[src/rtl/div.sv]
// Multi-cycle restoring divider (signed/unsigned) with annul and async reset.
// Define DIV_ZERO_SHORTCUT_EN to finish a zero-divisor request via BYZERO with result 0.
module div #(
    parameter int WIDTH = 32
) (
    input  logic               clk,
    input  logic               rst,
    input  logic               signed_div_i,
    input  logic [WIDTH-1:0]   opdata1_i,
    input  logic [WIDTH-1:0]   opdata2_i,
    input  logic               start_i,
    input  logic               annul_i,
    output logic [2*WIDTH-1:0] result_o,
    output logic               ready_o
);

    localparam int CW = (WIDTH > 1) ? $clog2(WIDTH) : 1;

    localparam logic [1:0] S_IDLE   = 2'd0;
    localparam logic [1:0] S_BYZERO = 2'd1;
    localparam logic [1:0] S_ON     = 2'd2;
    localparam logic [1:0] S_END    = 2'd3;

    localparam logic [CW-1:0] LAST_STEP = CW'(WIDTH - 1);

    logic [1:0]       state;
    logic [CW-1:0]    cnt;
    logic             signed_q;
    logic             neg_dvd;
    logic             neg_dvs;
    logic [WIDTH-1:0] dvs_q;
    logic [WIDTH-1:0] rem_q;
    logic [WIDTH-1:0] quo_q;

    logic [WIDTH-1:0] mag1;
    logic [WIDTH-1:0] mag2;
    logic [WIDTH:0]   shifted;
    logic [WIDTH:0]   diff;
    logic             take;
    logic [WIDTH-1:0] rem_nxt;
    logic [WIDTH-1:0] quo_nxt;
    logic [WIDTH-1:0] rem_fix;
    logic [WIDTH-1:0] quo_fix;

    // quo_q starts as the dividend magnitude and shifts out one bit per step
    // while quotient bits shift in from the right.
    always_comb begin
        // NOTE: every signal here is assigned on every path, so no latch is inferred.
        mag1    = (signed_div_i && opdata1_i[WIDTH-1]) ? -opdata1_i : opdata1_i;
        mag2    = (signed_div_i && opdata2_i[WIDTH-1]) ? -opdata2_i : opdata2_i;
        shifted = {rem_q, quo_q[WIDTH-1]};
        take    = (shifted >= {1'b0, dvs_q});
        diff    = shifted - {1'b0, dvs_q};
        rem_nxt = take ? diff[WIDTH-1:0] : shifted[WIDTH-1:0];
        quo_nxt = (quo_q << 1) | WIDTH'(take);
        quo_fix = (signed_q && (neg_dvd ^ neg_dvs)) ? -quo_nxt : quo_nxt;
        rem_fix = (signed_q && neg_dvd) ? -rem_nxt : rem_nxt;
    end

    // NOTE: sequential state uses non-blocking assignments only.
    always_ff @(posedge clk or posedge rst) begin
        if (rst) begin
            state    <= S_IDLE;
            cnt      <= '0;
            signed_q <= 1'b0;
            neg_dvd  <= 1'b0;
            neg_dvs  <= 1'b0;
            dvs_q    <= '0;
            rem_q    <= '0;
            quo_q    <= '0;
            result_o <= '0;
            ready_o  <= 1'b0;
        end else begin
            case (state)
                S_IDLE: begin
                    ready_o  <= 1'b0;
                    result_o <= '0;
                    if (start_i && !annul_i) begin
                        signed_q <= signed_div_i;
                        neg_dvd  <= signed_div_i & opdata1_i[WIDTH-1];
                        neg_dvs  <= signed_div_i & opdata2_i[WIDTH-1];
                        quo_q    <= mag1;
                        dvs_q    <= mag2;
                        rem_q    <= '0;
                        cnt      <= '0;
`ifdef DIV_ZERO_SHORTCUT_EN
                        state    <= (opdata2_i == '0) ? S_BYZERO : S_ON;
`else
                        state    <= S_ON;
`endif
                    end
                end

                S_BYZERO: begin
                    result_o <= '0;
                    ready_o  <= 1'b0;
                    state    <= annul_i ? S_IDLE : S_END;
                end

                S_ON: begin
                    if (annul_i) begin
                        state    <= S_IDLE;
                        ready_o  <= 1'b0;
                        result_o <= '0;
                    end else begin
                        rem_q <= rem_nxt;
                        quo_q <= quo_nxt;
                        cnt   <= cnt + CW'(1);
                        // Final step: sign-correct while registering the result.
                        if (cnt == LAST_STEP) begin
                            state    <= S_END;
                            result_o <= {rem_fix, quo_fix};
                            ready_o  <= 1'b1;
                        end
                    end
                end

                S_END: begin
                    if (start_i) begin
                        ready_o <= 1'b1;
                    end else begin
                        state    <= S_IDLE;
                        ready_o  <= 1'b0;
                        result_o <= '0;
                    end
                end

                default: begin
                    state    <= S_IDLE;
                    ready_o  <= 1'b0;
                    result_o <= '0;
                end
            endcase
        end
    end

endmodule
[config.mk]
export PLATFORM = sky130hd
export DESIGN_NAME = div
export DESIGN_NICKNAME = d
export VERILOG_FILES = /design/src/rtl/div.sv
export SDC_FILE = /design/constraint.sdc
export NUM_CORES = 1
export LEC_CHECK = 0
export ABC_AREA = 1
export CORE_ASPECT_RATIO = 0.5
export CORE_MARGIN = 2
export CORE_UTILIZATION = 44
export DETAILED_ROUTE_END_ITERATION = 8
export GPL_TIMING_DRIVEN = 0
export PLACE_DENSITY = 0.67
export REMOVE_ABC_BUFFERS = 1
export SYNTH_ARGS = -nofsm -noshare
export SYNTH_HDL_FRONTEND = slang
export SYNTH_SLANG_ARGS = --single-unit
[constraint.sdc]
create_clock -name clk -period 5.3 [get_ports clk]
set_input_delay 0.53 -clock clk [delete_from_list [all_inputs] [get_ports clk]]
set_output_delay 0.53 -clock clk [all_outputs]
set_load 0.01 [all_outputs]
==> flow_metrics.env, run 1 <==
export IMPL_cts_root_buffer="sky130_fd_sc_hd__clkbuf_16"
export IMPL_yosys_warnings=0
export IMPL_synth_cell_types=49
export IMPL_worst_setup_path_start_kind="flop"
export IMPL_cts_tree="done"
export IMPL_vias_per_cell=5.14
export IMPL_rsz_0062_raised_after_global_routing="no"
export IMPL_gp_congestion=0.945
export IMPL_antenna_violations_before_repair=0
export IMPL_grt_total_usage=0.254
export IMPL_numCtsBuffers=17
export IMPL_area_delta_synth_final_pct=18.1
export IMPL_cts_num_sinks=171
export IMPL_timing_critical_path_to_type="flop"
export IMPL_worst_path_fanout_max=45
export IMPL_cts_root_to_sink_buffers=2
export IMPL_postSynthCellCount=1939
export IMPL_status="finished, final reports clean"
export IMPL_hp_class="reg -> reg"
export IMPL_n_antenna_cell=0
export IMPL_drtIter0Drc=1160
export IMPL_remaining_drc_errors=0
export IMPL_std_cell_rows=44
export IMPL_data_arrival_time_of_the_critical_path_ns=5.28
export IMPL_hold_violations=0
export IMPL_async_reset_ff_frac=1.00
export IMPL_ys_ff_latch=171
export IMPL_min_period_over_period=0.925
export IMPL_first_pass_grt_wire_length_mm=61.6
export IMPL_cellLeakagePower_nw=7.46
export IMPL_sequential_fraction_of_the_synthesis_area=0.335
export IMPL_core_area_sq_um=28700
export IMPL_cts_hold_buf=0
export IMPL_post_synth_instance_area_sq_um=12800
export IMPL_post_dp_hpwl_mm=28.7
export IMPL_clkTransAtPathRegs_ns=0.06
export IMPL_reg2reg_from="rem_q[19]"
export IMPL_first_pass_iters=6
export IMPL_synth_top_cell_area_share=0.335
export IMPL_cap_violations=0
export IMPL_worst_ep_required_time_ns=5.68
export IMPL_achievable_frequency_ghz=0.204
export IMPL_min_from="result_o[59]"
export IMPL_portBuffers=133
export IMPL_drt_antenna_violating_nets=0
export IMPL_period_minus_slack_ns=4.90
export IMPL_finalSetupTns_ns=0
export IMPL_final_setup_skew_ns=0.0132
export IMPL_dr_total_vias=12600
export IMPL_die_y_microns=124
export IMPL_finalSetupViolCount=0
export IMPL_final_setup_worst_slack_ns=0.399
export IMPL_power_per_cell_area_nw_per_um2=736
export IMPL_synth_most_common_cell="sky130_fd_sc_hd__nand2_1"
export IMPL_post_synth_main_area_contributors="sky130_fd_sc_hd__dfrtp_1 34%, sky130_fd_sc_hd__nand2_1 19%, sky130_fd_sc_hd__inv_1 7.6%"
export IMPL_yosys_most_used_dff="sky130_fd_sc_hd__dfrtp_1"
export IMPL_routedWlPerCell_microns=15.4
export IMPL_drt_wl_total_mm=37.6
export IMPL_setup_ws_pre_cts_ns=0.190
export IMPL_synth_top_cells_by_count="642 x sky130_fd_sc_hd__nand2_1, 259 x sky130_fd_sc_hd__inv_1, 175 x sky130_fd_sc_hd__nor2_1"
export IMPL_io_pins=134
export IMPL_synth_edff_count=0
export IMPL_mean_cell_area_of_the_mapped_netlist_sq_um=6.58
export IMPL_start_util=0.444
export IMPL_max_vdd_ir_drop_v=0.000410
export IMPL_clk_latency_ns=0.46
export IMPL_maxSlewViolCount=0
export IMPL_drive_gt1_frac=0.0516
export IMPL_overflow=0
export IMPL_worst_hold_slack_after_final_layout_ns=0.478
export IMPL_crit_type="reg -> reg"
export IMPL_worst_pin_slew_ns=1.30
export IMPL_vias_in_the_first_global_route=11700
export IMPL_maximum_number_of_pins_on_one_net_before_global_route_repair=105
export IMPL_numPlacedInstances=2411
export IMPL_final_cells=2446
export IMPL_yosysTopAreaCell="sky130_fd_sc_hd__dfrtp_1"
export IMPL_dieWidth_microns=245
export IMPL_crit_path_start="rem_q[19]"
export IMPL_die_area_sq_um=30500
export IMPL_nNetsFinal=2154
export IMPL_maxSlewHeadroom=0.133
export IMPL_cts_htree_levels=4
## power by group
group / total, mW / leakage, nW / switching (mW) / internal, mW
Combinational: 7.54 / 4.90 / 5.09 / 2.44
Clock: 1.33 / 0.294 / 0.558 / 0.770
Sequential: 2.23 / 2.26 / 0.426 / 1.81
## final timing paths
check	slack [ns]	end	cells after the start
setup / recovery	0.40	result_o[26]	25
hold / removal	0.48	result_o[59]	2
setup reg to reg	0.40	result_o[26]	25
hold reg to reg	0.48	result_o[59]	2
max in group asynchronous	3.88	dvs_q[28]	3
min in group asynchronous	0.52	result_o[5]	2
## layout make-up
type	count	area (sq um)
sequential	171	4280
tap	391	489
timing repair buffer	141	1470
clock inverter	8	133
fill	2939	13700
clock buffer	23	468
inverter	266	1010
multi-input combinational	1446	7230
## routing by layer
layer,routed length (microns),vias to the layer above,share of wire,GRT usage
li1,-,6410,-,-
met1,17900,5834,0.47,0.351
met3,1930,38,0.051,0.0418
met5,0,-,0,0
met2,17300,281,0.46,0.413
met4,567,0,0.015,0.0707
## cells in the final DEF, fill, tap and decap left out, types with 6 or more instances in the layout
cell type / n
sky130_fd_sc_hd__a21oi_1: 58
sky130_fd_sc_hd__clkbuf_16: 17
sky130_fd_sc_hd__clkdlybuf4s50_1: 133
sky130_fd_sc_hd__dfrtp_1: 171
sky130_fd_sc_hd__ha_1: 41
sky130_fd_sc_hd__inv_1: 256
sky130_fd_sc_hd__inv_2: 6
sky130_fd_sc_hd__nand2_1: 642
sky130_fd_sc_hd__nand2_2: 21
sky130_fd_sc_hd__nand3_1: 117
sky130_fd_sc_hd__nand3b_1: 6
sky130_fd_sc_hd__nand4_1: 16
sky130_fd_sc_hd__nor2_1: 173
sky130_fd_sc_hd__nor2_2: 16
sky130_fd_sc_hd__nor3_1: 34
sky130_fd_sc_hd__nor4_1: 12
sky130_fd_sc_hd__o21ai_0: 134
sky130_fd_sc_hd__o21ai_1: 17
sky130_fd_sc_hd__o21ai_2: 6
sky130_fd_sc_hd__o221ai_1: 29
sky130_fd_sc_hd__or2_2: 6
sky130_fd_sc_hd__xnor2_1: 16
sky130_fd_sc_hd__xor2_1: 51
## through the flow
step / cell area [sq um] / total power [mW] / utilization
2_1_floorplan: 12500 / 7.39 / -
3_3_place_gp: 14300 / 9.48 / 0.498
3_5_place_dp: 14400 / 9.59 / 0.502
4_1_cts: 15000 / 11.0 / 0.523
5_1_grt: 15100 / 12.2 / 0.524
6_report: 15100 / 11.1 / 0.524
## critical path, cell delays in order (launching register included)
cell and delay, ns:
sky130_fd_sc_hd__dfrtp_1 0.42, sky130_fd_sc_hd__ha_1 0.40, sky130_fd_sc_hd__nand2_1 0.10, sky130_fd_sc_hd__nand2_1 0.08, sky130_fd_sc_hd__inv_1 0.08, sky130_fd_sc_hd__nand2_1 0.10
sky130_fd_sc_hd__a21oi_2 0.23, sky130_fd_sc_hd__nor2_2 0.10, sky130_fd_sc_hd__nor2_4 0.24, sky130_fd_sc_hd__nand2_8 0.25, sky130_fd_sc_hd__clkinv_2 0.26, sky130_fd_sc_hd__ha_1 0.22
sky130_fd_sc_hd__nand2_1 0.07, sky130_fd_sc_hd__nor2_2 0.17, sky130_fd_sc_hd__inv_1 0.08, sky130_fd_sc_hd__nor2_1 0.20, sky130_fd_sc_hd__nand2_1 0.17, sky130_fd_sc_hd__nor3_2 0.24
sky130_fd_sc_hd__nand2_1 0.16, sky130_fd_sc_hd__nor2_1 0.20, sky130_fd_sc_hd__nand2_1 0.17, sky130_fd_sc_hd__o31ai_4 0.28, sky130_fd_sc_hd__o21ai_2 0.12, sky130_fd_sc_hd__o21ai_0 0.20
sky130_fd_sc_hd__nand2_1 0.07, sky130_fd_sc_hd__o21ai_1 0.17
## sequential cells by signal, indices dropped and copies added (netlist names)
signal,flops
result_o,64
dvs_q,32
quo_q,32
rem_q,32
cnt,5
state,2
neg_dvd,1
neg_dvs,1
ready_o,1
signed_q,1
## cell families after synthesis
family,Yosys count,synth area share
AO/OA/AOI/OAI,278,0.128
adder cells (fa/ha/maj),42,0.0418
flip-flops,171,0.335
XOR/XNOR,67,0.0460
multiplexers,1,0.000785
buffers and inverters,323,0.0998
AND/OR/NAND/NOR,1057,0.348
## repair_timing
action,4_1_cts,5_1_grt
gates resized for setup,0,2
endpoints found under the hold margin,0,0
setup endpoints to repair,0,3
buffers inserted,0,3
Power figures use the tool's default switching activity.
==> run 2: changes to the inputs <==
--- a/config.mk
+++ b/config.mk
@@ -8,10 +8,10 @@
 export ABC_AREA = 1
 export CORE_ASPECT_RATIO = 0.5
 export CORE_MARGIN = 2
-export CORE_UTILIZATION = 44
+export CORE_UTILIZATION = 50
 export DETAILED_ROUTE_END_ITERATION = 8
 export GPL_TIMING_DRIVEN = 0
-export PLACE_DENSITY = 0.67
+export PLACE_DENSITY = 0.75
 export REMOVE_ABC_BUFFERS = 1
 export SYNTH_ARGS = -nofsm -noshare
 export SYNTH_HDL_FRONTEND = slang
==> run 2 against run 1 <==
  * Worst setup slack better by 0.10 ns
  * Die area is 12% lower
  * Register-to-register slack better by 0.10 ns
  * Critical endpoint unchanged
  * Final cell count is 2.0% lower
  * Sequential power hardly changed
  * Flip-flop and latch count stayed put
  * Cell area is 0.61% lower
  * Global-route usage is 2.8 points higher
  * Clock power hardly changed
  * Clock-buffer cell count is 2 lower
  * Fmax is 2.1% higher
  * Critical path depth stayed put
==> flow_metrics.env, run 2 (same netlist as run 1, synthesis figures left out) <==
export IMPL_cap_violations=0
export IMPL_antenna_violations_before_repair=0
export IMPL_vias_in_the_first_global_route=11900
export IMPL_worst_pin_slew_ns=1.30
export IMPL_clk_latency_ns=0.46
export IMPL_max_reg_flops=64
export IMPL_cts_tree="done"
export IMPL_final_setup_skew_ns=0.0117
export IMPL_reg2reg_from="rem_q[18]"
export IMPL_worst_r2r_endpoint="result_o[26]"
export IMPL_crit_end="result_o[26]"
export IMPL_cts_root_to_sink_buffers=2
export IMPL_maximum_number_of_pins_on_one_net_before_global_route_repair=126
export IMPL_crit_path_start="rem_q[18]"
export IMPL_hp_class="in -> async"
export IMPL_worst_setup_path_start_kind="flop"
export IMPL_data_arrival_time_of_the_critical_path_ns=5.19
export IMPL_std_cell_rows=41
export IMPL_rsz_0062_raised_after_global_routing="no"
export IMPL_gp_congestion=1.02
export IMPL_regMostFlops="result_o"
export IMPL_crit_type="reg -> reg"
export IMPL_maxSlewViolCount=0
export IMPL_remaining_drc_errors=0
export IMPL_cts_post_setup_buffers_inserted=0
export IMPL_worst_ep_required_time_ns=5.69
export IMPL_grt_total_usage=0.283
export IMPL_worst_r2r_setup_slack_ns=0.50
export IMPL_io_pins=134
export IMPL_max_vdd_ir_drop_v=0.000393
export IMPL_numPlacedInstances=2364
export IMPL_post_dp_hpwl_mm=27.7
export IMPL_drt_wl_total_mm=37.1
export IMPL_hold_violations=0
export IMPL_drive_gt1_frac=0.0516
export IMPL_first_pass_grt_wire_length_mm=60.1
export IMPL_vias_per_cell=5.39
export IMPL_final_setup_worst_slack_ns=0.500
export IMPL_ff2ff_path_depth=25
export IMPL_clkTransAtPathRegs_ns=0.07
export IMPL_area_delta_synth_final_pct=17.4
export IMPL_finalSetupTns_ns=0
export IMPL_worst_path_fanout_max=45
export IMPL_achievable_frequency_ghz=0.208
export IMPL_portBuffers=133
export IMPL_core_area_sq_um=25100
export IMPL_finalSetupViolCount=0
export IMPL_numCtsBuffers=17
export IMPL_nNetsFinal=2151
export IMPL_maxSlewHeadroom=0.131
export IMPL_min_period_over_period=0.906
export IMPL_die_y_microns=117
export IMPL_drt_antenna_violating_nets=0
export IMPL_cts_hold_buf=0
export IMPL_cts_num_sinks=171
export IMPL_layout_common_cells="642 x sky130_fd_sc_hd__nand2_1, 256 x sky130_fd_sc_hd__inv_1, 173 x sky130_fd_sc_hd__nor2_1"
export IMPL_power_per_cell_area_nw_per_um2=734
export IMPL_die_area_sq_um=26900
export IMPL_overflow=0
export IMPL_final_cells=2397
export IMPL_layout_cells_most_common="sky130_fd_sc_hd__nand2_1"
export IMPL_cts_resized=0
export IMPL_setup_ws_pre_cts_ns=0.271
export IMPL_timing_critical_path_to_type="flop"
export IMPL_dr_total_vias=12900
export IMPL_routedWlPerCell_microns=15.5
export IMPL_cts_root_buffer="sky130_fd_sc_hd__clkbuf_16"
export IMPL_dieWidth_microns=230
export IMPL_cellLeakagePower_nw=7.44
export IMPL_status="finished, final reports clean"
export IMPL_start_util=0.508
export IMPL_cts_htree_levels=4
export IMPL_n_antenna_cell=0
export IMPL_drtIter0Drc=919
export IMPL_first_pass_iters=8
export IMPL_period_minus_slack_ns=4.80
[run 2: cell types whose count changed in the layout (fill, tap and decap cells not counted), sizes merged]
cell	before	now
buf	8	5
clkbuf	23	21
clkinvlp	0	2
inv	266	268
bufinv	3	2
[run 2: layout make-up]
type / instances / area [sq um]
fill: 2440 / 10200
multi-input combinational: 1446 / 7230
sequential: 171 / 4280
timing repair buffer: 138 / 1440
inverter: 266 / 1010
clock buffer: 21 / 460
tap: 344 / 430
clock inverter: 11 / 134
[run 2: worst min path at each step]
stage | from | slack, ns | cells past startpoint | endpoint
after CTS | rst | 0.48 | 2 | result_o[41]
after global placement | result_o[13] | 0.47 | 2 | result_o[13]
after floorplan | dvs_q[10] | 0.45 | 2 | dvs_q[10]
after global routing | result_o[59] | 0.50 | 2 | result_o[59]
after detailed placement | result_o[59] | 0.47 | 2 | result_o[59]
final | rst | 0.46 | 2 | result_o[41]
[run 2: metrics by stage]
step / utilization / total power, mW / cell area, sq um / hold slack [ns]
after detailed placement: 0.572 / 9.47 / 14400 / 0.468
after global placement: 0.567 / 9.34 / 14200 / 0.466
after floorplan: - / 7.39 / 12500 / 0.453
after global routing: 0.596 / 12.1 / 15000 / 0.503
final: 0.596 / 11.0 / 15000 / 0.464
after CTS: 0.595 / 10.8 / 15000 / 0.480
[run 2: metal layers]
metal / wire [microns] / track usage / part of all wire / vias to the layer above
li1: - / - / - / 6419
met2: 16700 / 0.472 / 0.45 / 401
met1: 17100 / 0.375 / 0.46 / 6029
met3: 2440 / 0.0526 / 0.066 / 71
met4: 884 / 0.0989 / 0.024 / 0
met5: 0 / 0 / 0 / -
[run 2: worst max-delay path: stages, from the launching register on]
cell                       delay, ns
sky130_fd_sc_hd__dfrtp_1        0.43
sky130_fd_sc_hd__ha_1           0.40
sky130_fd_sc_hd__nand2_2        0.14
sky130_fd_sc_hd__inv_1          0.05
sky130_fd_sc_hd__nand2_1        0.06
sky130_fd_sc_hd__nand2_1        0.09
sky130_fd_sc_hd__a21oi_2        0.24
sky130_fd_sc_hd__nor2_2         0.10
sky130_fd_sc_hd__nor2_4         0.30
sky130_fd_sc_hd__nand2_8        0.25
sky130_fd_sc_hd__clkinv_2       0.24
sky130_fd_sc_hd__ha_1           0.22
sky130_fd_sc_hd__nand2_1        0.07
sky130_fd_sc_hd__nor2_2         0.18
sky130_fd_sc_hd__inv_1          0.08
sky130_fd_sc_hd__nor2_1         0.17
sky130_fd_sc_hd__nand2_1        0.13
sky130_fd_sc_hd__nor3_2         0.23
sky130_fd_sc_hd__nand2_1        0.15
sky130_fd_sc_hd__nor2_1         0.19
sky130_fd_sc_hd__nand2_1        0.18
sky130_fd_sc_hd__o31ai_4        0.29
sky130_fd_sc_hd__o21ai_2        0.12
sky130_fd_sc_hd__o21ai_0        0.17
sky130_fd_sc_hd__nand2_1        0.06
sky130_fd_sc_hd__o21ai_1        0.14
[run 2: report_power, final]
group / internal (mW) / switching, mW
Clock: 0.728 / 0.570
Combinational: 2.41 / 5.05
Sequential: 1.81 / 0.432
==> run 3: changes to the inputs <==
--- a/config.mk
+++ b/config.mk
@@ -5,7 +5,6 @@
 export SDC_FILE = /design/constraint.sdc
 export NUM_CORES = 1
 export LEC_CHECK = 0
-export ABC_AREA = 1
 export CORE_ASPECT_RATIO = 0.5
 export CORE_MARGIN = 2
 export CORE_UTILIZATION = 50
==> run 3 against run 2 <==
  * Fmax decreased by 5.9%
  * Clock power is 5% lower
  * Combinational power shrank 12%
  * Flip-flop and latch count stayed put
  * Clock skew fell by 0.00093 ns
  * Register-to-register slack worse by 0.30 ns
  * Synthesized cell count decreased by 26%
  * Hold slack got worse by 0.011 ns
  * Largest power group unchanged
==> flow_metrics.env, run 3 <==
export IMPL_cts_num_sinks=171
export IMPL_yosys_most_used_dff="sky130_fd_sc_hd__dfrtp_1"
export IMPL_n_antenna_cell=0
export IMPL_crit_type="reg -> reg"
export IMPL_clk_latency_ns=0.45
export IMPL_first_pass_iters=5
export IMPL_synth_edff_count=0
export IMPL_maxSlewViolCount=0
export IMPL_cts_hold_buf=0
export IMPL_io_pins=134
export IMPL_worst_path_fanout_max=8
export IMPL_drtIter0Drc=903
export IMPL_core_area_sq_um=23000
export IMPL_antenna_violations_before_repair=0
export IMPL_data_arrival_time_of_the_critical_path_ns=5.43
export IMPL_cellLeakagePower_nw=5.74
export IMPL_cts_tree="done"
export IMPL_postSynthCellCount=1430
export IMPL_clkTransAtPathRegs_ns=0.07
export IMPL_timing_critical_path_to_type="flop"
export IMPL_synth_top_cell_area_share=0.363
export IMPL_post_synth_instance_area_sq_um=11800
export IMPL_cts_root_to_sink_buffers=2
export IMPL_die_area_sq_um=24900
export IMPL_post_synth_main_area_contributors="sky130_fd_sc_hd__dfrtp_1 36%, sky130_fd_sc_hd__o21ai_0 8.8%, sky130_fd_sc_hd__nand2_1 6.7%"
export IMPL_ys_ff_latch=171
export IMPL_cts_htree_levels=4
export IMPL_power_per_cell_area_nw_per_um2=717
export IMPL_drt_wl_total_mm=33.0
export IMPL_synth_cell_types=78
export IMPL_maximum_number_of_pins_on_one_net_before_global_route_repair=135
export IMPL_final_cell_area_sq_um=14000
export IMPL_async_reset_ff_frac=1.00
export IMPL_period_minus_slack_ns=5.10
export IMPL_start_util=0.513
export IMPL_layout_common_cells="212 x sky130_fd_sc_hd__nand2_1, 206 x sky130_fd_sc_hd__o21ai_0, 171 x sky130_fd_sc_hd__dfrtp_1"
export IMPL_worst_pin_slew_ns=1.24
export IMPL_regMostFlops="result_o"
export IMPL_worst_setup_path_start_kind="flop"
export IMPL_dieWidth_microns=221
export IMPL_synth_top_cells_by_count="212 x sky130_fd_sc_hd__nand2_1, 207 x sky130_fd_sc_hd__o21ai_0, 171 x sky130_fd_sc_hd__dfrtp_1"
export IMPL_max_vdd_ir_drop_v=0.000329
export IMPL_rsz_0062_raised_after_global_routing="no"
export IMPL_worst_ep_required_time_ns=5.63
export IMPL_vias_per_cell=6.01
export IMPL_synth_most_common_cell="sky130_fd_sc_hd__nand2_1"
export IMPL_dr_total_vias=11000
export IMPL_total_power_mw=10.1
export IMPL_yosysTopAreaCell="sky130_fd_sc_hd__dfrtp_1"
export IMPL_cts_root_buffer="sky130_fd_sc_hd__clkbuf_16"
export IMPL_cap_violations=0
export IMPL_overflow=0
export IMPL_area_delta_synth_final_pct=19.0
export IMPL_max_reg_flops=64
export IMPL_sequential_fraction_of_the_synthesis_area=0.363
export IMPL_maxSlewHeadroom=0.174
export IMPL_post_dp_hpwl_mm=23.9
export IMPL_nNetsFinal=1625
export IMPL_layout_cells_most_common="sky130_fd_sc_hd__nand2_1"
export IMPL_yosys_warnings=0
export IMPL_hp_class="in -> async"
export IMPL_achievable_frequency_ghz=0.196
export IMPL_gp_congestion=0.929
export IMPL_mean_cell_area_of_the_mapped_netlist_sq_um=8.25
export IMPL_status="finished, final reports clean"
export IMPL_first_pass_grt_wire_length_mm=54.4
export IMPL_grt_total_usage=0.271
export IMPL_min_period_over_period=0.963
export IMPL_routedWlPerCell_microns=18.0
export IMPL_filler_cell_count=2010
export IMPL_final_setup_skew_ns=0.0108
export IMPL_remaining_drc_errors=0
export IMPL_numCtsBuffers=17
export IMPL_portBuffers=133
export IMPL_drt_antenna_violating_nets=0
export IMPL_place_area_sq_um=13400
export IMPL_hold_violations=0
export IMPL_die_y_microns=113
export IMPL_worst_hold_slack_after_final_layout_ns=0.453
export IMPL_vias_in_the_first_global_route=10800
export IMPL_drive_gt1_frac=0.0537
export IMPL_finalSetupViolCount=0
export IMPL_std_cell_rows=39
[run 3: power breakdown]
part	switching [mW]	leakage, nW	total [mW]	internal (mW)
clock	0.576	0.277	1.23	0.655
combinational	4.01	3.21	6.53	2.52
sequential	0.478	2.25	2.30	1.82
total	5.07	5.74	10.1	5.00
[run 3: worst paths after layout]
path | cells after the start | slack (ns) | from | end
setup / recovery | 16 | 0.20 | rem_q[3] | result_o[62]
hold / removal | 2 | 0.45 | rst | result_o[5]
setup reg to reg | 16 | 0.20 | rem_q[3] | result_o[62]
hold reg to reg | 2 | 0.48 | result_o[58] | result_o[58]
max in group asynchronous | 3 | 3.88 | rst | rem_q[27]
min in group clk | 2 | 0.48 | result_o[58] | result_o[58]
[run 3: cells by family after synthesis]
group / Yosys count / synth area share
multiplexers: 25 / 0.0214
AND/OR/NAND/NOR: 471 / 0.187
adder cells (fa/ha/maj): 42 / 0.0452
XOR/XNOR: 141 / 0.105
buffers and inverters: 130 / 0.0436
flip-flops: 171 / 0.363
AO/OA/AOI/OAI: 450 / 0.235
[run 3: layer usage]
metal	vias to the layer above	GRT usage	part of all wire
li1	5287	-	-
met1	5332	0.357	0.45
met2	339	0.442	0.47
met3	58	0.0589	0.059
met4	0	0.0975	0.023
met5	-	0	0
[run 3: layout make-up]
type / count / area, sq um / area share
Sequential cell: 171 / 4280 / 0.305
Inverter: 51 / 201 / 0.0144
Clock inverter: 15 / 138 / 0.00981
Tap cell: 307 / 384 / 0.0274
Timing Repair Buffer: 142 / 1480 / 0.105
Clock buffer: 17 / 425 / 0.0303
Multi-Input combinational cell: 1131 / 7130 / 0.508
[run 3: per-stage QoR]
stage | instances | setup slack (ns) | setup TNS (ns) | utilization
finish | 1834 | 0.199 | 0 | 0.611
detailed placement | 1797 | -0.539 | -2.96 | 0.581
floorplan | 1351 | 0.138 | 0 | -
CTS | 1832 | 0.0652 | 0 | 0.608
global route | 1834 | 0.00123 | 0 | 0.611
global placement | 1791 | -2.53 | -570.20 | 0.574
[run 3: repair_timing]
action,CTS,global route
buffers inserted,1,2
pin swaps,2,1
endpoints found under the setup margin,10,9
gates cloned,2,0
gates resized for setup,7,9
[run 3: worst max-delay path: stages (launching register included)]
cell                        delay (ns)
sky130_fd_sc_hd__dfrtp_1          0.49
sky130_fd_sc_hd__ha_2             0.39
sky130_fd_sc_hd__a21o_1           0.22
sky130_fd_sc_hd__a31oi_4          0.24
sky130_fd_sc_hd__a2111oi_4        0.12
sky130_fd_sc_hd__or3_4            0.48
sky130_fd_sc_hd__o2111ai_4        0.34
sky130_fd_sc_hd__nand2_8          0.12
sky130_fd_sc_hd__mux2i_1          0.28
sky130_fd_sc_hd__ha_2             0.29
sky130_fd_sc_hd__nand3b_1         0.15
sky130_fd_sc_hd__nor4bb_1         0.31
sky130_fd_sc_hd__mux2i_1          0.25
sky130_fd_sc_hd__or4_4            0.67
sky130_fd_sc_hd__nor4_2           0.35
sky130_fd_sc_hd__mux2i_1          0.21
sky130_fd_sc_hd__nand2_1          0.07
